==> src/rtl/fm_exciter_if.sv <==
`timescale 1ns/1ps
// fm_exciter_if: control, audio push channel and RF output bundle of fm_exciter.
// The master drives carrier control and audio; the slave (the exciter) returns rf/status.
interface fm_exciter_if #(
   parameter int A = 8,
   parameter int K = 4,
   parameter int N = 18,
   parameter int D = 5
);
   logic         enable;
   logic         sample_tick;
   logic [A-1:0] audio_data;
   logic         audio_valid;
   logic         audio_ready;
   logic [N-1:0] acc_inc;
   logic         tune_load;
   logic [K-1:0] df_coef;
   logic [1:0]   df_shift;
   logic [D-1:0] rf;
   logic         busy;
   logic         underflow;

   modport master (
      output enable, sample_tick, audio_data, audio_valid,
             acc_inc, tune_load, df_coef, df_shift,
      input  audio_ready, rf, busy, underflow
   );

   modport slave (
      input  enable, sample_tick, audio_data, audio_valid,
             acc_inc, tune_load, df_coef, df_shift,
      output audio_ready, rf, busy, underflow
   );
endinterface

==> src/rtl/fm_exciter.sv <==
`timescale 1ns/1ps
// fm_exciter: audio FIFO + frequency-modulated phase accumulator + piecewise sine,
// with a linear amplitude ramp on carrier on/off. Optional macro: FM_EXCITER_PREEMPH_EN.
module fm_exciter #(
   parameter int A     = 8,
   parameter int K     = 4,
   parameter int N     = 18,
   parameter int M     = 14,
   parameter int D     = 5,
   parameter int G     = 4,
   parameter int DEPTH = 4
) (
   input  logic          clk,
   input  logic          rst,
   fm_exciter_if.slave   bus
);
   localparam int R  = M - 2;
   localparam int AW = $clog2(DEPTH);
   localparam logic [G:0]   AMP_FULL = (G+1)'(1 << G);
   localparam logic [D-1:0] RF_MID   = D'(1 << (D-1));
   localparam logic [D-2:0] MAG_MID  = (D-1)'(1 << (D-3));

   typedef enum logic [1:0] {IDLE, RAMP_UP, RUN, RAMP_DOWN} state_t;

   state_t         state_q;
   logic [G:0]     amp_q;
   logic           busy_q;
   logic           underflow_q;

   logic [A-1:0]   mem_q [DEPTH];
   logic [AW-1:0]  wrPtr_q, rdPtr_q;
   logic [AW:0]    count_q;
   logic           fifoFull, fifoEmpty, push, popReq, pop;

   logic [A-1:0]   sample_q, sample_d;
   logic [N-1:0]   phase_q, phase_d;
   logic [N-1:0]   incActive_q, incActive_d;
   logic [N-1:0]   incPending_q, incPending_d;
   logic [D-1:0]   rf_q, rf_d;

   logic [A+K:0]   sampExt, coefExt, prod;
   logic [N-1:0]   devExt, dev;
   logic [N+1:0]   sumExt;
   logic           wrap;

   logic [1:0]     quad;
   logic [R-1:0]   rRaw, folded;
   logic [D-2:0]   tVal, mag;
   logic [1:0]     sVal;
   logic [D+G-1:0] ampProd;
   logic [D-1:0]   scaled;

   assign fifoFull  = (count_q == (AW+1)'(DEPTH));
   assign fifoEmpty = (count_q == '0);
   assign push      = bus.audio_valid && !fifoFull;
   assign popReq    = bus.sample_tick && (state_q != IDLE);
   assign pop       = popReq && !fifoEmpty;

   assign bus.audio_ready = !fifoFull;
   assign bus.rf          = rf_q;
   assign bus.busy        = busy_q;
   assign bus.underflow   = underflow_q;

   // Ramp FSM; underflow is cleared on every entry to RAMP_UP, a same-cycle empty pop re-sets it.
   always_ff @(posedge clk or posedge rst) begin
      if (rst) begin
         state_q     <= IDLE;
         amp_q       <= '0;
         busy_q      <= 1'b0;
         underflow_q <= 1'b0;
      end else begin
         case (state_q)
            IDLE: begin
               amp_q <= '0;
               if (bus.enable) begin
                  state_q     <= RAMP_UP;
                  busy_q      <= 1'b1;
                  underflow_q <= 1'b0;
               end
            end
            RAMP_UP: begin
               if (!bus.enable) begin
                  state_q <= RAMP_DOWN;
               end else begin
                  amp_q <= amp_q + 1'b1;
                  if (amp_q == AMP_FULL - 1'b1) state_q <= RUN;
               end
            end
            RUN: begin
               amp_q <= AMP_FULL;
               if (!bus.enable) state_q <= RAMP_DOWN;
            end
            RAMP_DOWN: begin
               if (bus.enable) begin
                  state_q     <= RAMP_UP;
                  underflow_q <= 1'b0;
               end else if (amp_q <= (G+1)'(1)) begin
                  amp_q   <= '0;
                  state_q <= IDLE;
                  busy_q  <= 1'b0;
               end else begin
                  amp_q <= amp_q - 1'b1;
               end
            end
            default: begin
               state_q <= IDLE;
               amp_q   <= '0;
               busy_q  <= 1'b0;
            end
         endcase
         if (popReq && fifoEmpty) underflow_q <= 1'b1;
      end
   end

   always_ff @(posedge clk or posedge rst) begin
      if (rst) begin
         wrPtr_q <= '0;
         rdPtr_q <= '0;
         count_q <= '0;
      end else begin
         if (push) wrPtr_q <= wrPtr_q + 1'b1;
         if (pop)  rdPtr_q <= rdPtr_q + 1'b1;
         case ({push, pop})
            2'b10:   count_q <= count_q + 1'b1;
            2'b01:   count_q <= count_q - 1'b1;
            default: count_q <= count_q;
         endcase
      end
   end

   always_ff @(posedge clk) begin
      if (push) mem_q[wrPtr_q] <= bus.audio_data;
   end

`ifdef FM_EXCITER_PREEMPH_EN
   logic [A-1:0]        xPrev_q;
   logic [A-1:0]        xPop;
   logic signed [A:0]   diff, half;
   logic [A+1:0]        emph;
   logic [A-1:0]        emphSat;

   // Pre-emphasis boosts the audio slope: x + (x - x_prev)/2, clipped to the sample range.
   always_comb begin
      xPop = mem_q[rdPtr_q];
      diff = $signed({xPop[A-1], xPop}) - $signed({xPrev_q[A-1], xPrev_q});
      half = diff >>> 1;
      emph = {{2{xPop[A-1]}}, xPop} + {half[A], half};
      if (emph[A+1:A-1] == 3'b000 || emph[A+1:A-1] == 3'b111) begin
         emphSat = emph[A-1:0];
      end else if (emph[A+1]) begin
         emphSat = {1'b1, {(A-1){1'b0}}};
      end else begin
         emphSat = {1'b0, {(A-1){1'b1}}};
      end
      sample_d = pop ? emphSat : sample_q;
   end

   always_ff @(posedge clk or posedge rst) begin
      if (rst)      xPrev_q <= '0;
      else if (pop) xPrev_q <= xPop;
   end
`else
   always_comb begin
      sample_d = pop ? mem_q[rdPtr_q] : sample_q;
   end
`endif

   // Deviation and phase step; a wrap (carry past 2^N) is where a pending tune takes effect.
   always_comb begin
      sampExt      = {{(K+1){sample_q[A-1]}}, sample_q};
      coefExt      = {{A{1'b0}}, bus.df_coef};
      prod         = sampExt * coefExt;
      devExt       = {{(N-A-K-1){prod[A+K]}}, prod};
      dev          = devExt << bus.df_shift;
      sumExt       = {2'b00, phase_q} + {2'b00, incActive_q} + {2'b00, dev};
      wrap         = (state_q != IDLE) && (sumExt[N+1:N] != 2'b00);
      phase_d      = (state_q == IDLE) ? '0 : sumExt[N-1:0];
      incPending_d = bus.tune_load ? bus.acc_inc : incPending_q;
      incActive_d  = incActive_q;
      if (state_q == IDLE) begin
         incActive_d = incPending_q;
      end else if (wrap) begin
         incActive_d = bus.tune_load ? bus.acc_inc : incPending_q;
      end
   end

   // Quarter-wave folded sine: three-segment magnitude, mirrored by quadrant, scaled by amp.
   always_comb begin
      quad    = phase_q[N-1:N-2];
      rRaw    = phase_q[N-3:N-2-R];
      folded  = quad[0] ? ~rRaw : rRaw;
      tVal    = (D-1)'(folded >> (R-D+1));
      sVal    = 2'(folded >> (R-2));
      case (sVal)
         2'd0:    mag = {tVal[D-3:0], 1'b0};
         2'd3:    mag = '1;
         default: mag = MAG_MID + tVal;
      endcase
      ampProd = {{(G+1){1'b0}}, mag} * {{(D-1){1'b0}}, amp_q};
      scaled  = D'(ampProd >> G);
      rf_d    = quad[1] ? (RF_MID - scaled) : (RF_MID + scaled);
   end

   always_ff @(posedge clk or posedge rst) begin
      if (rst) begin
         sample_q     <= '0;
         phase_q      <= '0;
         incActive_q  <= '0;
         incPending_q <= '0;
         rf_q         <= RF_MID;
      end else begin
         sample_q     <= sample_d;
         phase_q      <= phase_d;
         incActive_q  <= incActive_d;
         incPending_q <= incPending_d;
         rf_q         <= rf_d;
      end
   end
endmodule

==> src/flat_wrapper.sv <==
// flat-port wrapper written by rule: the top's interface ports become plain ports
module fm_exciter_flat 
#(
   parameter int A     = 8,
   parameter int K     = 4,
   parameter int N     = 18,
   parameter int M     = 14,
   parameter int D     = 5,
   parameter int G     = 4,
   parameter int DEPTH = 4
)
  (clk, rst, bus_enable, bus_sample_tick, bus_audio_data, bus_audio_valid, bus_acc_inc, bus_tune_load, bus_df_coef, bus_df_shift, bus_audio_ready, bus_rf, bus_busy, bus_underflow);
  fm_exciter_if #(.A(A), .K(K), .N(N), .D(D)) bus_i ();
  input  logic clk;
  input  logic rst;
  input wire logic [$bits(bus_i.enable)-1:0] bus_enable;
  input wire logic [$bits(bus_i.sample_tick)-1:0] bus_sample_tick;
  input wire logic [$bits(bus_i.audio_data)-1:0] bus_audio_data;
  input wire logic [$bits(bus_i.audio_valid)-1:0] bus_audio_valid;
  input wire logic [$bits(bus_i.acc_inc)-1:0] bus_acc_inc;
  input wire logic [$bits(bus_i.tune_load)-1:0] bus_tune_load;
  input wire logic [$bits(bus_i.df_coef)-1:0] bus_df_coef;
  input wire logic [$bits(bus_i.df_shift)-1:0] bus_df_shift;
  output wire logic [$bits(bus_i.audio_ready)-1:0] bus_audio_ready;
  output wire logic [$bits(bus_i.rf)-1:0] bus_rf;
  output wire logic [$bits(bus_i.busy)-1:0] bus_busy;
  output wire logic [$bits(bus_i.underflow)-1:0] bus_underflow;
  assign bus_i.enable = bus_enable;
  assign bus_i.sample_tick = bus_sample_tick;
  assign bus_i.audio_data = bus_audio_data;
  assign bus_i.audio_valid = bus_audio_valid;
  assign bus_i.acc_inc = bus_acc_inc;
  assign bus_i.tune_load = bus_tune_load;
  assign bus_i.df_coef = bus_df_coef;
  assign bus_i.df_shift = bus_df_shift;
  assign bus_audio_ready = bus_i.audio_ready;
  assign bus_rf = bus_i.rf;
  assign bus_busy = bus_i.busy;
  assign bus_underflow = bus_i.underflow;
  fm_exciter #(.A(A), .K(K), .N(N), .M(M), .D(D), .G(G), .DEPTH(DEPTH)) u_core (.clk(clk), .rst(rst), .bus(bus_i));
endmodule
==> config.mk <==
export PLATFORM = sky130hd
export DESIGN_NAME = fm_exciter_flat
export DESIGN_NICKNAME = d
export VERILOG_FILES = /design/src/rtl/fm_exciter_if.sv /design/src/rtl/fm_exciter.sv /design/src/flat_wrapper.sv
export SDC_FILE = /design/constraint.sdc
export NUM_CORES = 1
export LEC_CHECK = 0
export CORE_ASPECT_RATIO = 1.75
export CORE_UTILIZATION = 35
export CTS_CLUSTER_DIAMETER = 50
export DETAILED_ROUTE_END_ITERATION = 7
export HOLD_SLACK_MARGIN = 0.06
export PLACE_DENSITY = 0.57
export RECOVER_POWER = 25
export SYNTH_ARGS = -nofsm -noshare
export SYNTH_HDL_FRONTEND = slang
export SYNTH_SLANG_ARGS = --single-unit
export TNS_END_PERCENT = 5
==> constraint.sdc <==
create_clock -name clk -period 9.75 [get_ports clk]
set_clock_uncertainty 0.1 [all_clocks]
set_input_delay 0.975 -clock clk [delete_from_list [all_inputs] [get_ports clk]]
set_output_delay 0.975 -clock clk [all_outputs]
set_load 0.05 [all_outputs]
# --- Word level (Yosys, flattened, before mapping) ---
# Memory sizes are Yosys's and may differ from the RTL's. A register that Yosys moved wholly into a read port is not among the register bits.
# Cells that the tools add are included.
totals:
  reg_bits: 75
  latch_bits: 0
  ramBits: 32
  romBits: 0
  in_bits: 38
  output_inout_bits: 8
  word_cells: 93
  mem_count: 1
op_classes:
  add_sub_neg: 11
  mul: 2
  n_div: 0
  n_lt_le_gt_ge: 1
  n_eq_ne: 15
  n_shift: 1
  n_mux: 28
  bitwise: 1
  n_reduce_logical: 22
memory_table:
  columns: ["name", "words", "word_bits", "rd", "rd_ports_with_merged_regs", "wr", "line_no", "text"]
  rows:
  - ["u_core.mem_q", 4, 8, 1, 1, 1, "fm_exciter.sv:30", "logic [A-1:0] mem_q [DEPTH];"]
op_table:
  columns: ["operator", "n"]
  rows:
  - ["$mux W18", 4]
  - ["$add A20 B18 Y20", 1]
  - ["$mux W5", 4]
  - ["$pmux W5 S4", 1]
  - ["$add A18 B18 Y19", 1]
  - ["$shl A18 B2 Y18", 1]
  - ["$reduce_bool A2 Y1", 7]
  - ["$mul A8 B5 Y13", 1]
  - ["$mux W12", 1]
  - ["$mux W2", 6]
  - ["$not A12 Y12", 1]
  - ["$mul A4 B5 Y9", 1]
  - ["$eq A2 B2 Y1 const B", 4]
  - ["$mux W1", 8]
  - ["$ne A2 B2 Y1 const B", 4]
  - ["$pmux W2 S4", 1]
  - ["$pmux W4 S2", 1]
  - ["$reduce_and A4 Y1", 2]
  - ["$ne A3 B2 Y1 const B", 2]
  - ["$pmux W3 S2", 1]
  - ["$add A5 B1 Y5 const B", 1]
  - ["$add A5 B5 Y5 const A", 1]
  - ["$eq A5 B4 Y1 const B", 1]
  - ["$le A5 B1 Y1 const B", 1]
  - ["other kinds (16)", 25]

# --- Longest topological paths before layout ---
depth:
  depth_word: 7
  ltp_mapped: 24
  mapped_depth_nobuf: 22

# --- Worst setup path after synthesis ---
# Ideal clock, no wire load.
synth_timing:
  path_kind: "input-to-reg"
  start: "input bus_df_coef[2]"
  end: "register u_core.incActive_q[9]"
  setup_ps: 149
  t_arrival_ps: 6078
  required_ps: 9501
  setup_slack_ps: 3424
  stages: 24
  path_buffers: 2
  path_cell_list: "and2_1 ha_1 inv_1 fa_1 fa_1 inv_1 ha_1 a21o_1 a21oi_1 o21ai_0 a41oi_1 xnor2_1 nand3_1 o311ai_0 ha_1 a21oi_1 o211ai_1 a21o_1 o31ai_2 or4b_1 buf_6 buf_12 mux2i_1 o221ai_1"
synth_via:
  elab_chain_len: 6
synth_lines:
  columns: ["item", "line_no", "text"]
  rows:
  - ["start, declared", "flat_wrapper.sv:22", "input wire logic [$bits(bus_i.df_coef)-1:0] bus_df_coef;"]
  - ["$mul A8 B5 Y13", "fm_exciter.sv:172", "prod = sampExt * coefExt;"]
  - ["$shl A18 B2 Y18", "fm_exciter.sv:174", "dev = devExt << bus.df_shift;"]
  - ["$add A20 B18 Y20", "fm_exciter.sv:175", "sumExt = {2'b00, phase_q} + {2'b00, incActive_q} + {2'b00, dev};"]
  - ["$reduce_bool A2 Y1", "fm_exciter.sv:176", "wrap = (state_q != IDLE) && (sumExt[N+1:N] != 2'b00);"]
  - ["$logic_and A1 B1 Y1", "fm_exciter.sv:176", null]
  - ["$reduce_bool A2 Y1 (no line)", null, null]
  - ["end signal, assigned", "fm_exciter.sv:214", "incActive_q <= incActive_d;"]
  - ["end, declared", "fm_exciter.sv:37", "logic [N-1:0] incActive_q, incActive_d;"]
# Every way passes these cells.
# A chain may end at the register's enable or synchronous reset.

# --- Final worst setup path ---
layout_timing:
  start: "input bus_df_coef[3]"
  end: "register u_core.incActive_q[13]"
# Same word-level chain as after synthesis.

==> impl_metrics.yaml <==
synth:
  synth_top_area_share_pct: 21.97
  postSynthAreaPerCell_um2: 9.946
  synth_seq_cells: 115
  ys_seq_area_share_pct: 32.54
  synth_most_common_cell: "inv_1"
  synth_edf_count: 32
  synth_nets: 1089
  syn_inst: 939
  synthFlopType: "dfrtp_1"
  synth_cell_types: 76
  synth-warning-count: 0
  yosys.area.top_type: "dfrtp_1"
  synth_area_leaders: "dfrtp_1, ha_1, edfxtp_1"
  ys_top_cells_by_count: "inv_1, ha_1, dfrtp_1"
  synth.cell_area_um2: 9339
  synthArstFlopShare_pct: 72.17
timing:
  period_minus_slack_ns: 7.447
  finalMaxSlewViolations: 0
  fmax_mhz: 134.3
  setup_viol: 0
  tns_ns: 0
  fin_crit_sh_pct: 76.38
  max_slew_margin_pct: 25.16
  tightest_slew_ns: 1.123
  rsz0062_at_grt: "no"
  hold_violations: 0
clock_tree:
  post_cts_buffers: 0
  path_clk_slew_ns: 0.06
  cts.repair.resized: 0
  cts_sinks: 115
  clkLatencyLatePin_ns: 0.43
  cts_root_buf: "clkbuf_16"
  cts_tree: "yes"
  ctsHoldBuffers: 0
  cts_max_level: 4
  cts_max_path_buffers: 2
  cts_made_buffers: 17
layout:
  multi_input_area_um2: 5766
  area_growth_pct: 13.52
  nets: 1121
  drive_gt1_share_pct: 11.18
  fillCellCount: 2532
  seq_area_um2: 3039
  antenna_cells: 0
setup_path:
  worst-path-max-fanout: 18
  end_kind: "flip-flop"
  crit_chain: "clkdlybuf4s50_1 -> and2_1 -> ha_1 -> inv_1 -> fa_1 -> fa_1 -> inv_1 -> ha_1 -> a21o_1 -> a21oi_1 -> o21ai_0 -> a41oi_1 -> xnor2_1 -> nand3_1 -> o311ai_0 -> ha_1 -> a21oi_1 -> o211ai_1 -> a21o_1 -> o31ai_2 -> or4b_1 -> mux2i_1 -> o221ai_1"
  cpPeakStageDelay_ns: 0.97
  cpMostUsedCell: "ha_1"
  critPathSlowestCell: "or4b_1"
  crit_type: "input port to flip-flop"
  start_kind: "input port"
  critPathTopFamily: "compound AO/OA/AOI/OAI gates"
  crit_buf_inv: 3
  worst_ep_arrival_time_ns: 7.62
  crit_required_ns: 9.93
  reg2reg_slack_ns: 2.98
route:
  via_per_inst: 5.362
  drc: 2
  via_count: 6992
  post_drt_wl_per_cell_um: 16.54
  drtAntennaViolNets: 0
  first_iter_violations: 261
  routed_wl_mm: 21.57
  dr.pass1.iters: 8
status:
  violations: "design-rule violations"
  status: "complete, but fails checks"
floorplan:
  rows: 78
  fp.dieW_um: 125.5
  start_util_pct: 35.84
  io_pins: 46
  die_h_um: 218.1
  core_um2: 26060
  dieArea_um2: 27370
global_routing:
  overflow: 0
  grt_max_degree: 69
  antenna_found_initial: 0
  grt_pass1_vias: 7181
  grt_pass1_wl_mm: 35.51
  grt_usage_pct: 16.59
placed_design:
  place.gp.congestion: 0.8832
  port_buffers: 45
  dpl.hpwl_mm: 16.26
hold_path:
  min_path_type: "flip-flop to flip-flop"
run:
  drv_cap: 0
-- final timing paths --
path / from / to / cells after the start
setup / recovery: bus_df_coef[3] / u_core.incActive_q[13] / 23
hold / removal: u_core.incPending_q[4] / u_core.incPending_q[4] / 1
setup reg to reg: u_core.sample_q[1] / u_core.incActive_q[13] / 22
hold reg to reg: u_core.incPending_q[4] / u_core.incPending_q[4] / 1
max in group asynchronous: rst / u_core.phase_q[11] / 3
min in group asynchronous: rst / u_core.rdPtr_q[0] / 2
-- routing by layer --
layer	wire (um)	vias to the layer above	GRT usage (%)
met3	477	26	2.962
li1	-	3434	-
met2	12550	91	34.11
met4	428	0	6.220
met1	8113	3441	15.90
met5	0	-	0
-- stage by stage --
stage	cells	worst slack (ns)	area, um2	hold slack, ns	util, %
4_1_cts	1304	2.306	10600	0.4203	40.68
3_5_place_dp	1272	1.901	10050	0.4061	38.56
3_3_place_gp	1272	2.063	10050	0.3999	38.56
6_report	1304	2.303	10600	0.4192	40.68
5_1_grt	1304	1.855	10600	0.4349	40.68
2_1_floorplan	939	3.424	9339	0.3546	-
-- cell type report --
cell class / count / share of cell area (%)
Inverter: 98 / 3.482
Multi-Input combinational cell: 691 / 54.38
Tap cell: 320 / 3.777
Clock inverter: 12 / 1.015
Timing Repair Buffer: 48 / 4.461
Clock buffer: 20 / 4.213
Sequential cell: 115 / 28.67
-- cell usage in the layout (no fill, tap or decap), drive strengths merged, types with 26 or more instances in the layout --
cell and instances:
o21ai 38, ha 87, a21oi 41, nand2 55, dfrtp 82, xnor2 34, nor2 50, inv 100
nor3 35, mux2 47, mux2i 26, edfxtp 32, and2 30, clkdlybuf4s50 35
-- worst reg2reg max path, stage by stage (launching register included) --
cell	delay, ns
dfrtp_1	0.41
and2_1	0.18
ha_1	0.27
inv_1	0.05
fa_1	0.50
fa_1	0.54
inv_1	0.04
ha_1	0.32
a21o_1	0.19
a21oi_1	0.28
o21ai_0	0.17
a41oi_1	0.28
xnor2_1	0.31
nand3_1	0.13
o311ai_0	0.12
ha_1	0.35
a21oi_1	0.29
o211ai_1	0.15
a21o_1	0.20
o31ai_2	0.25
or4b_1	0.97
mux2i_1	0.36
o221ai_1	0.15
-- sequential cells by signal, summed over array words and instances, names as in the netlist, 2 cells and up --
register	flops
u_core.incPending_q	18
u_core.bus.rf	5
u_core.rdPtr_q	2
u_core.mem_q	32
u_core.incActive_q	18
u_core.state_q	2
u_core.amp_q	5
u_core.phase_q	18
u_core.wrPtr_q	2
u_core.sample_q	8
u_core.count_q	3
-- cells by family (layout without fill, tap and decap cells) --
kind of cell,count (synthesis),in the layout,synth area share (%)
compound gates,204,204,15.96
simple gates,239,239,12.98
fa+ha+maj,112,112,17.01
mux,81,81,10.38
xor+xnor,55,55,5.158
flops,115,115,32.54
buf+inv,133,178,5.962
Power is not shown: default switching activity piles up to over one toggle a cycle in this logic, so the estimate is an artifact.
